===== src/rtl/alu_pkg.sv =====
// Shared types for the ALU issue front end: control codes, opcode/funct
// values, operand-select kinds and the sequencing FSM states.
package alu_pkg;

  // 5-bit control code understood by the combinational ALU.
  typedef enum logic [4:0] {
    ALU_ADD   = 5'd0,  ALU_SUB   = 5'd1,  ALU_MUL   = 5'd2,  ALU_SLL   = 5'd3,
    ALU_SRL   = 5'd4,  ALU_SLA   = 5'd5,  ALU_SRA   = 5'd6,  ALU_ADDU  = 5'd7,
    ALU_PASS  = 5'd8,  ALU_AND   = 5'd9,  ALU_OR    = 5'd10, ALU_XOR   = 5'd11,
    ALU_SLT   = 5'd12, ALU_ADDI  = 5'd13, ALU_SUBI  = 5'd14, ALU_MULI  = 5'd15,
    ALU_LW    = 5'd16, ALU_SW    = 5'd17, ALU_BEQ   = 5'd18, ALU_BGT   = 5'd19,
    ALU_BLT   = 5'd20, ALU_BNE   = 5'd21, ALU_BEQZ  = 5'd22, ALU_LUI   = 5'd23,
    ALU_IMM24 = 5'd24, ALU_ANDI  = 5'd25, ALU_ORI   = 5'd26, ALU_XORI  = 5'd27,
    ALU_SLTI  = 5'd28
  } alu_op_e;

  // R-type funct field values.
  localparam logic [5:0] FN_ADD  = 6'h20;
  localparam logic [5:0] FN_SUB  = 6'h22;
  localparam logic [5:0] FN_MUL  = 6'h18;
  localparam logic [5:0] FN_SLL  = 6'h00;
  localparam logic [5:0] FN_SRL  = 6'h02;
  localparam logic [5:0] FN_SLA  = 6'h01;
  localparam logic [5:0] FN_SRA  = 6'h03;
  localparam logic [5:0] FN_ADDU = 6'h21;
  localparam logic [5:0] FN_PASS = 6'h08;
  localparam logic [5:0] FN_AND  = 6'h24;
  localparam logic [5:0] FN_OR   = 6'h25;
  localparam logic [5:0] FN_XOR  = 6'h26;
  localparam logic [5:0] FN_SLT  = 6'h2A;

  // Opcode field values.
  localparam logic [5:0] OP_RTYPE = 6'h00;
  localparam logic [5:0] OP_ADDI  = 6'h08;
  localparam logic [5:0] OP_SUBI  = 6'h09;
  localparam logic [5:0] OP_MULI  = 6'h1C;
  localparam logic [5:0] OP_LW    = 6'h23;
  localparam logic [5:0] OP_SW    = 6'h2B;
  localparam logic [5:0] OP_BEQ   = 6'h04;
  localparam logic [5:0] OP_BGT   = 6'h07;
  localparam logic [5:0] OP_BLT   = 6'h06;
  localparam logic [5:0] OP_BNE   = 6'h05;
  localparam logic [5:0] OP_BEQZ  = 6'h01;
  localparam logic [5:0] OP_LUI   = 6'h0F;
  localparam logic [5:0] OP_IMM24 = 6'h0D;
  localparam logic [5:0] OP_ANDI  = 6'h0C;
  localparam logic [5:0] OP_ORI   = 6'h0E;
  localparam logic [5:0] OP_XORI  = 6'h15;
  localparam logic [5:0] OP_SLTI  = 6'h0A;

  // How the two ALU operands are formed from the instruction.
  typedef enum logic [2:0] {
    SEL_ZERO     = 3'd0,  // both operands 0 (illegal)
    SEL_RS_RT    = 3'd1,
    SEL_RT_SHAMT = 3'd2,
    SEL_RS_ZIMM  = 3'd3,
    SEL_RS_SIMM  = 3'd4,
    SEL_RS_ZERO  = 3'd5   // compare against zero
  } opsel_e;

  // Sequencing FSM states.
  typedef enum logic [1:0] {
    ST_IDLE = 2'd0,
    ST_EXEC = 2'd1,
    ST_HOLD = 2'd2
  } state_e;

  // Codes whose result is the compare flag instead of alu_res.
  function automatic logic is_branch(input logic [4:0] code);
    return (code >= 5'd18) && (code <= 5'd22);
  endfunction

endpackage


===== src/rtl/alu_decode.sv =====
// Combinational instruction decode: control code, operand select,
// writeback destination/enable, branch and illegal flags.
module alu_decode
  import alu_pkg::*;
(
  input  logic [31:0] instr_i,
  output logic [4:0]  code_o,
  output opsel_e      sel_o,
  output logic [4:0]  dest_o,
  output logic        we_o,
  output logic        branch_o,
  output logic        illegal_o
);

  logic [5:0] op;
  logic [5:0] funct;
  logic       r_type;
  logic       legal;
  logic       writes;
  alu_op_e    code;
  logic       fields_unused;

  assign op     = instr_i[31:26];
  assign funct  = instr_i[5:0];
  assign r_type = (op == OP_RTYPE);
  // rs and shamt feed the operand mux in the parent, not the decode.
  assign fields_unused = ^{instr_i[25:21], instr_i[10:6]};

  // Opcode/funct table lookup; anything absent is illegal and drives PASS.
  always_comb begin
    code  = ALU_PASS;
    legal = 1'b1;
    if (r_type) begin
      case (funct)
        FN_ADD:  code = ALU_ADD;
        FN_SUB:  code = ALU_SUB;
        FN_MUL:  code = ALU_MUL;
        FN_SLL:  code = ALU_SLL;
        FN_SRL:  code = ALU_SRL;
        FN_SLA:  code = ALU_SLA;
        FN_SRA:  code = ALU_SRA;
        FN_ADDU: code = ALU_ADDU;
        FN_PASS: code = ALU_PASS;
        FN_AND:  code = ALU_AND;
        FN_OR:   code = ALU_OR;
        FN_XOR:  code = ALU_XOR;
        FN_SLT:  code = ALU_SLT;
        default: legal = 1'b0;
      endcase
    end else begin
      case (op)
        OP_ADDI:  code = ALU_ADDI;
        OP_SUBI:  code = ALU_SUBI;
        OP_MULI:  code = ALU_MULI;
        OP_LW:    code = ALU_LW;
        OP_SW:    code = ALU_SW;
        OP_BEQ:   code = ALU_BEQ;
        OP_BGT:   code = ALU_BGT;
        OP_BLT:   code = ALU_BLT;
        OP_BNE:   code = ALU_BNE;
        OP_BEQZ:  code = ALU_BEQZ;
        OP_LUI:   code = ALU_LUI;
        OP_IMM24: code = ALU_IMM24;
        OP_ANDI:  code = ALU_ANDI;
        OP_ORI:   code = ALU_ORI;
        OP_XORI:  code = ALU_XORI;
        OP_SLTI:  code = ALU_SLTI;
        default:  legal = 1'b0;
      endcase
    end
  end

  // Operand selection; beqz is checked first since it is also a branch.
  always_comb begin
    sel_o = SEL_ZERO;
    if (!legal)                                 sel_o = SEL_ZERO;
    else if (code >= ALU_SLL && code <= ALU_SRA) sel_o = SEL_RT_SHAMT;
    else if (code == ALU_BEQZ)                   sel_o = SEL_RS_ZERO;
    else if (r_type || is_branch(code))          sel_o = SEL_RS_RT;
    else if (code >= ALU_ANDI && code <= ALU_XORI) sel_o = SEL_RS_ZIMM;
    else                                         sel_o = SEL_RS_SIMM;
  end

  // Branches, stores and illegal instructions have no writeback register.
  assign branch_o  = legal & is_branch(code);
  assign illegal_o = ~legal;
  assign writes    = legal & ~branch_o & (code != ALU_SW);
  assign dest_o    = !writes ? 5'd0 : (r_type ? instr_i[15:11] : instr_i[20:16]);
  assign we_o      = writes & (dest_o != 5'd0);
  assign code_o    = code;

endmodule


===== src/rtl/alu_issue_ctrl.sv =====
// Issue/capture sequencer around the combinational ALU.
// Handshakes: a transfer happens on a rising edge where valid and ready are
// both high; valid never depends on ready, and a producer holding valid keeps
// its payload unchanged until the transfer.
module alu_issue_ctrl
  import alu_pkg::*;
#(
  parameter int XLEN = 32
) (
  input  logic            clk,
  input  logic            rst,
  input  logic            in_valid,
  output logic            in_ready,
  input  logic [31:0]     in_instr,
  input  logic [XLEN-1:0] in_rs_val,
  input  logic [XLEN-1:0] in_rt_val,
  output logic [XLEN-1:0] alu_num1,
  output logic [XLEN-1:0] alu_num2,
  output logic [4:0]      alu_ctrl,
  input  logic [XLEN-1:0] alu_res,
  input  logic            alu_zero,
  output logic            out_valid,
  input  logic            out_ready,
  output logic [XLEN-1:0] out_data,
  output logic [4:0]      out_dest,
  output logic            out_we,
  output logic            out_branch,
  output logic            out_taken,
  output logic            out_illegal,
  output logic [1:0]      dbg_state
);

  state_e          state_q, state_d;
  logic            accept;
  logic [4:0]      dec_code;
  opsel_e          dec_sel;
  logic [4:0]      dec_dest;
  logic            dec_we, dec_branch, dec_illegal;
  logic [XLEN-1:0] num1_d, num2_d;
  logic [XLEN-1:0] num1_q, num2_q;
  logic [4:0]      ctrl_q;
  logic [4:0]      pend_dest_q;
  logic            pend_we_q, pend_branch_q, pend_illegal_q;
  logic [XLEN-1:0] out_data_q;
  logic [4:0]      out_dest_q;
  logic            out_we_q, out_branch_q, out_taken_q, out_illegal_q;

  assign in_ready = (state_q == ST_IDLE) | ((state_q == ST_HOLD) & out_ready);
  assign accept   = in_valid & in_ready;

  alu_decode u_decode (
    .instr_i   (in_instr),
    .code_o    (dec_code),
    .sel_o     (dec_sel),
    .dest_o    (dec_dest),
    .we_o      (dec_we),
    .branch_o  (dec_branch),
    .illegal_o (dec_illegal)
  );

  // Operand mux feeding the ALU drive registers.
  always_comb begin
    num1_d = '0;
    num2_d = '0;
    case (dec_sel)
      SEL_RS_RT:    begin num1_d = in_rs_val; num2_d = in_rt_val; end
      SEL_RT_SHAMT: begin num1_d = in_rt_val; num2_d = {{(XLEN-5){1'b0}}, in_instr[10:6]}; end
      SEL_RS_ZIMM:  begin num1_d = in_rs_val; num2_d = {{(XLEN-16){1'b0}}, in_instr[15:0]}; end
      SEL_RS_SIMM:  begin num1_d = in_rs_val; num2_d = {{(XLEN-16){in_instr[15]}}, in_instr[15:0]}; end
      SEL_RS_ZERO:  begin num1_d = in_rs_val; end
      default:      ;
    endcase
  end

  // Next-state logic: accept -> EXEC -> HOLD -> (EXEC on handoff | IDLE).
  always_comb begin
    state_d = state_q;
    case (state_q)
      ST_IDLE: if (accept) state_d = ST_EXEC;
      ST_EXEC: state_d = ST_HOLD;
      ST_HOLD: if (out_ready) state_d = in_valid ? ST_EXEC : ST_IDLE;
      default: state_d = ST_IDLE;
    endcase
  end

  // State register.
  always_ff @(posedge clk or posedge rst) begin
    if (rst) state_q <= ST_IDLE;
    else     state_q <= state_d;
  end

  // ALU drives and decode metadata load only on accept, so they stay put
  // through EXEC and any backpressure.
  always_ff @(posedge clk or posedge rst) begin
    if (rst) begin
      num1_q         <= '0;
      num2_q         <= '0;
      ctrl_q         <= 5'd0;
      pend_dest_q    <= 5'd0;
      pend_we_q      <= 1'b0;
      pend_branch_q  <= 1'b0;
      pend_illegal_q <= 1'b0;
    end else if (accept) begin
      num1_q         <= num1_d;
      num2_q         <= num2_d;
      ctrl_q         <= dec_code;
      pend_dest_q    <= dec_dest;
      pend_we_q      <= dec_we;
      pend_branch_q  <= dec_branch;
      pend_illegal_q <= dec_illegal;
    end
  end

  // Result capture at the end of EXEC; the flag is only trusted for branches.
  always_ff @(posedge clk or posedge rst) begin
    if (rst) begin
      out_data_q    <= '0;
      out_dest_q    <= 5'd0;
      out_we_q      <= 1'b0;
      out_branch_q  <= 1'b0;
      out_taken_q   <= 1'b0;
      out_illegal_q <= 1'b0;
    end else if (state_q == ST_EXEC) begin
      out_data_q    <= (pend_branch_q | pend_illegal_q) ? '0 : alu_res;
      out_dest_q    <= pend_dest_q;
      out_we_q      <= pend_we_q;
      out_branch_q  <= pend_branch_q;
      out_taken_q   <= pend_branch_q & alu_zero;
      out_illegal_q <= pend_illegal_q;
    end
  end

  assign alu_num1    = num1_q;
  assign alu_num2    = num2_q;
  assign alu_ctrl    = ctrl_q;
  assign out_valid   = (state_q == ST_HOLD);
  assign out_data    = out_data_q;
  assign out_dest    = out_dest_q;
  assign out_we      = out_we_q;
  assign out_branch  = out_branch_q;
  assign out_taken   = out_taken_q;
  assign out_illegal = out_illegal_q;
  assign dbg_state   = state_q;

endmodule

===== config.mk =====
export PLATFORM = sky130hd
export DESIGN_NAME = alu_issue_ctrl
export DESIGN_NICKNAME = d
export VERILOG_FILES = /design/src/rtl/alu_pkg.sv /design/src/rtl/alu_decode.sv /design/src/rtl/alu_issue_ctrl.sv
export SDC_FILE = /design/constraint.sdc
export NUM_CORES = 1
export LEC_CHECK = 0
export CAP_MARGIN = 0
export CORE_MARGIN = 8
export CORE_UTILIZATION = 46
export DETAILED_ROUTE_END_ITERATION = 7
export PLACE_DENSITY = 0.88
export SLEW_MARGIN = 25
export SYNTH_ARGS = -nofsm -noshare
export SYNTH_HDL_FRONTEND = slang
export SYNTH_SLANG_ARGS = --single-unit

===== constraint.sdc =====
create_clock -name clk -period 10.5 [get_ports clk]
set_clock_uncertainty 0.1 [all_clocks]
set_input_delay 3.15 -clock clk [delete_from_list [all_inputs] [get_ports clk]]
set_output_delay 3.15 -clock clk [all_outputs]
set_load 0.01 [all_outputs]

# ---- Yosys cells after proc, flatten, opt, wreduce, memory -nomap -nowiden
# Index checks and enable logic that the tools add are counted.
dict set report word_totals {
  register_bits 120
  out_inout_bits 114
  mem_bits_rw 0
  elab_cells 102
  latchBits 0
  memories 0
  input_bits 133
  romBits 0
}
dict set report classes {
  addsub 0
  div 0
  n_eq_ne 39
  order_cmp 6
  n_mul 0
  n_shift 0
  muxes 20
  bitwise 11
  reduce_logical 12
}
# op count
set op_table {}
lappend op_table {{$pmux W32 S4} 1}
lappend op_table {{$pmux W5 S16} 1}
lappend op_table {{$pmux W32 S2} 1}
lappend op_table {{$eq A6 B6 Y1 const B} 9}
lappend op_table {{$eq A6 B4 Y1 const B} 8}
lappend op_table {{$pmux W4 S12} 1}
lappend op_table {{$mux W32} 1}
lappend op_table {{$eq A6 B3 Y1 const B} 4}
lappend op_table {{$eq A6 B5 Y1 const B} 3}
lappend op_table {{$reduce_or A16 Y1} 1}
lappend op_table {{$mux W3} 5}
lappend op_table {{$mux W5} 3}
lappend op_table {{$reduce_or A13 Y1} 1}
lappend op_table {{$eq A6 B1 Y1 const B} 2}
lappend op_table {{$eq A6 B2 Y1 const B} 2}
lappend op_table {{$logic_not A6 Y1} 2}
lappend op_table {{$ge A5 B5 Y1 const B} 2}
lappend op_table {{$le A5 B5 Y1 const B} 2}
lappend op_table {{$and A1 B1 Y1} 7}
lappend op_table {{$eq A3 B2 Y1 const B} 2}
lappend op_table {{$eq A3 B3 Y1 const B} 2}
lappend op_table {{$pmux W2 S3} 1}
lappend op_table {{$eq A5 B5 Y1 const B} 1}
lappend op_table {{$ge A5 B2 Y1 const B} 1}
lappend op_table {{17 further kinds} 25}

# ---- Depth between registers and ports, before layout
dict set report depth {
  ltp_word 13
  depth_mapped 12
  mapped_depth_nobuf 9
}

# ---- Cells and area by module
# From an unflattened synthesis, not the netlist that was laid out.
dict set report hier_totals {
  cells_unflattened 626
  hier_area_um2 6304.8
}
# module seq_area_each_um2 area_each_um2 cells_each instances
set by_module_without_submodules {}
lappend by_module_without_submodules {alu_issue_ctrl 3002.9 5446.5 489 1}
lappend by_module_without_submodules {alu_decode 0.0 858.3 137 1}

# ---- Worst setup path after synthesis
# Ideal clock, no wire load.
dict set report synth_timing {
  kind {input port to output port}
  startpoint {in out_ready}
  endpoint {out in_ready}
  stages 2
  required_time_ps 7250
  arrival_time_ps 3438
  slack_ps 3812
  n_path_buf 0
  path_cell_list {inv_1 > a21oi_1}
}
dict set report synth_between {
  elab_chain_len 2
}
# item line
set synth_lines {}
lappend synth_lines {{start, declared} alu_issue_ctrl.sv:23} ;# input logic out_ready,
lappend synth_lines {{$and A1 B1 Y1} alu_issue_ctrl.sv:48} ;# assign in_ready = (state_q == ST_IDLE) | ((state_q == ST_HOLD) & out_ready);
lappend synth_lines {{$or A1 B1 Y1} alu_issue_ctrl.sv:48}
lappend synth_lines {{end, declared} alu_issue_ctrl.sv:13} ;# output logic in_ready,
# No other way between the ends.

# ---- Final worst setup path
# Same ends and word-level chain as after synthesis.

==> flow_metrics.env <==
export IMPL_result_of_the_run="finished clean"
export IMPL_crit_required_ns=7.25
export IMPL_chipHeight_um=128
export IMPL_first_pass_iters=5
export IMPL_clkTransAtPathRegs_ns=0.05
export IMPL_grt_pass1_wl_mm=33.1
export IMPL_first_iter_violations=588
export IMPL_synth_area_leaders="sky130_fd_sc_hd__dfrtp_1, sky130_fd_sc_hd__a22o_1, sky130_fd_sc_hd__a221o_1"
export IMPL_route_detailed_wl_per_inst_um=22.4
export IMPL_yosysWarnings=0
export IMPL_worstHoldPathCells=2
export IMPL_worst_r2r_cell_count=7
export IMPL_hp_start="pend_dest_q[4]$_DFFE_PP0P_"
export IMPL_crit_reg2reg_capture="alu_num2[16]$_DFFE_PP0P_"
export IMPL_io_pin_count=247
export IMPL_route_detailed_drc=0
export IMPL_area_growth_synth_to_final_pct=54.2
export IMPL_nets=905
export IMPL_finalSetupViolations=0
export IMPL_post_cts_repair_setup_buffers=0
export IMPL_finalCriticalPeriod_ns=7.74
export IMPL_die_outline_width_um=128
export IMPL_first_global_vias=5794
export IMPL_syn_area_um2=5780
export IMPL_max_slew_margin=0.468
export IMPL_holdCritPathClass="flop to flop"
export IMPL_worst_setup_path_type="primary input to output pin"
export IMPL_synth_yosys_seq_area_share=0.519
export IMPL_routed_wirelength_mm=21.4
export IMPL_route_detailed_vias_per_inst=5.93
export IMPL_syn_inst=551
export IMPL_layout_cell_area_non_filler_um2=8920
export IMPL_finalNonFillerCells=958
export IMPL_rows=41
export IMPL_grt_usage=0.261
export IMPL_route_vias_total=5683
export IMPL_synth_top_area_share=0.519
export IMPL_number_of_storage_elements_in_the_synthesis_netlist=120
export IMPL_worstMarginPinSlew_ns=0.797
export IMPL_yosys_cell_types_count=64
export IMPL_leakagePower_nw=3.68
export IMPL_tritoncts_num_sinks=120
export IMPL_placed_cells_incl_taps=925
export IMPL_starting_utilization_of_the_core_area=0.464
export IMPL_power_per_cell_area_nw_per_um2=205
export IMPL_yosys_cell_count_top_type="sky130_fd_sc_hd__dfrtp_1"
export IMPL_worst_path_max_fanout=2
export IMPL_total_congestion_overflow_after_global_routing=0
export IMPL_yosys_top_cells_count="sky130_fd_sc_hd__dfrtp_1, sky130_fd_sc_hd__nand2_1, sky130_fd_sc_hd__nor2_1, sky130_fd_sc_hd__a31oi_1, sky130_fd_sc_hd__a22o_1"
export IMPL_timing_fmax_mhz=129
export IMPL_post_cts_resize_count=0
export IMPL_n_fill_cell=861
export IMPL_tritoncts_num_buffers=17
export IMPL_core_region_area_um2=12500
export IMPL_tritoncts="built"
export IMPL_synth_enable_flop_cells=0
export IMPL_r2r_slack_ns=7.51
export IMPL_drive_gt1_frac=0.0879
export IMPL_vdd_ir_drop_max_v=0.000161
export IMPL_clock_tree_root_cell="sky130_fd_sc_hd__clkbuf_16"
export IMPL_clock_path_buffers=2
export IMPL_maximum_number_of_pins_on_one_net_before_global_route_repair=87
export IMPL_maxSlewViolCount=0
export IMPL_finalWeightedCongestion=0.872
export IMPL_finalCritPeriodShare=0.737
export IMPL_setup_tns_final_ns=0
export IMPL_initial_antenna_violation_count=1
export IMPL_cts_htree_levels=4
export IMPL_max_cap_viol_count=0
export IMPL_clkLatencyLatePin_ns=0.41
export IMPL_postSynthAreaPerCell_um2=10.5
export IMPL_die_footprint_um2=16400
export IMPL_post_dp_cell_area_um2=8270
export IMPL_total_power_w=0.00182
export IMPL_detailed_place_hpwl_mm=14.8
export IMPL_synth_largest_area_cell="sky130_fd_sc_hd__dfrtp_1"
export IMPL_crit_path_end_kind="output pin"
export IMPL_antenna_violating_nets_post_route=0
export IMPL_final_hold_viol_count=0
export IMPL_worst_min_delay_path_endpoint="pend_dest_q[4]$_DFFE_PP0P_"
export IMPL_grt_setup_unrepaired="no"
export IMPL_r2r_start="dbg_state[0]$_DFFE_PP0P_"
export IMPL_worst_endpoint_arrival_ns=4.49
export IMPL_cts_hold_repair_buffers=0
export IMPL_placement_io_buffers=241
export IMPL_postSynth_asyncResetShare=1.00
export IMPL_synthesized_nets=684
export IMPL_critical_path_startpoint_type="primary input"
export IMPL_ys_flop_type="sky130_fd_sc_hd__dfrtp_1"
==> power by group <==
group | internal (W) | switching (W) | leakage (nW)
Clock | 0.000425 | 0.000215 | 0.309
Combinational | 0.000309 | 0.000239 | 1.82
Sequential | 0.000571 | 0.0000658 | 1.55
==> worst max path at each step <==
stage	start	to	slack [ns]	cells after the start
6_report	out_ready	in_ready	2.76	4
5_1_grt	out_ready	in_ready	2.71	4
4_1_cts	out_ready	in_ready	2.76	4
3_5_place_dp	out_ready	in_ready	2.76	4
3_3_place_gp	out_ready	in_ready	2.80	4
2_1_floorplan	out_ready	in_ready	3.81	2
==> layout by cell type, fill, tap and decap left out, types with 4 or more instances in the layout <==
cell type                         Yosys  final
sky130_fd_sc_hd__clkbuf_16            0     17
sky130_fd_sc_hd__nand2_2              2      4
sky130_fd_sc_hd__a22oi_1              8      8
sky130_fd_sc_hd__o21ai_0             11     11
sky130_fd_sc_hd__bufinv_16            0      5
sky130_fd_sc_hd__clkinv_2             0      4
sky130_fd_sc_hd__a221o_1             27     27
sky130_fd_sc_hd__a22o_1              33     33
sky130_fd_sc_hd__a21oi_1              8      8
sky130_fd_sc_hd__nor2b_1              6      6
sky130_fd_sc_hd__a31oi_1             35     35
sky130_fd_sc_hd__nand3_1              4      4
sky130_fd_sc_hd__o31ai_1              7      7
sky130_fd_sc_hd__dfrtp_1            120    120
sky130_fd_sc_hd__a222oi_1             5      5
sky130_fd_sc_hd__nand2_1             65     63
sky130_fd_sc_hd__nor3_1               7      6
sky130_fd_sc_hd__nand3b_1            32     32
sky130_fd_sc_hd__buf_4                2      6
sky130_fd_sc_hd__clkdlybuf4s50_1      0    241
sky130_fd_sc_hd__mux2i_1              7      7
sky130_fd_sc_hd__inv_1                9      8
sky130_fd_sc_hd__and3_1               4      4
sky130_fd_sc_hd__mux2_2               8      8
sky130_fd_sc_hd__nand2b_1             4      4
sky130_fd_sc_hd__nor2_1              44     43
sky130_fd_sc_hd__and2_1              12     12
==> critical path, stage by stage <==
cell                              delay, ns
sky130_fd_sc_hd__clkdlybuf4s50_1       0.46
sky130_fd_sc_hd__inv_1                 0.05
sky130_fd_sc_hd__a21oi_1               0.23
sky130_fd_sc_hd__clkdlybuf4s50_1       0.60
==> routing by layer <==
layer,GRT usage,share of wire,wire length (um),vias to the layer above
met5,0,0,0,-
met1,0.304,0.38,8120,2809
met4,0.113,0.029,619,0
met3,0.0587,0.084,1810,49
li1,-,-,-,2489
met2,0.451,0.51,10900,336
==> flip-flops by register name (all words and copies together) (netlist names) <==
signal / cells
alu_ctrl: 5
alu_num1: 32
alu_num2: 32
dbg_state: 2
out_branch: 1
out_data: 32
out_dest: 5
out_illegal: 1
out_taken: 1
out_we: 1
pend_branch_q: 1
pend_dest_q: 5
pend_illegal_q: 1
pend_we_q: 1
==> metrics by stage <==
step	hold slack [ns]	setup WS [ns]	util
after floorplan	0.339	3.81	-
after global placement	0.367	2.80	0.663
after detailed placement	0.367	2.76	0.663
after CTS	0.391	2.76	0.715
after global routing	0.406	2.71	0.715
final	0.388	2.76	0.715
==> logic make-up after synthesis <==
family,count (synthesis),share of synthesized area
multiplexers,15,0.0277
flip-flops,120,0.519
buffers and inverters,56,0.0441
AND/OR/NAND/NOR,194,0.174
XOR/XNOR,4,0.00606
AO/OA/AOI/OAI,162,0.229
==> final cells by class <==
cell class | instances | area, um^2 | share of cell area
sequential | 120 | 3000 | 0.337
tap | 172 | 215 | 0.0241
timing repair buffer | 248 | 2470 | 0.277
antenna | 1 | 2.50 | 0.000281
inverter | 10 | 40.0 | 0.00449
multi-input combinational | 375 | 2540 | 0.285
clock inverter | 13 | 201 | 0.0226
clock buffer | 19 | 443 | 0.0497
(Power assumes the default switching activity.)
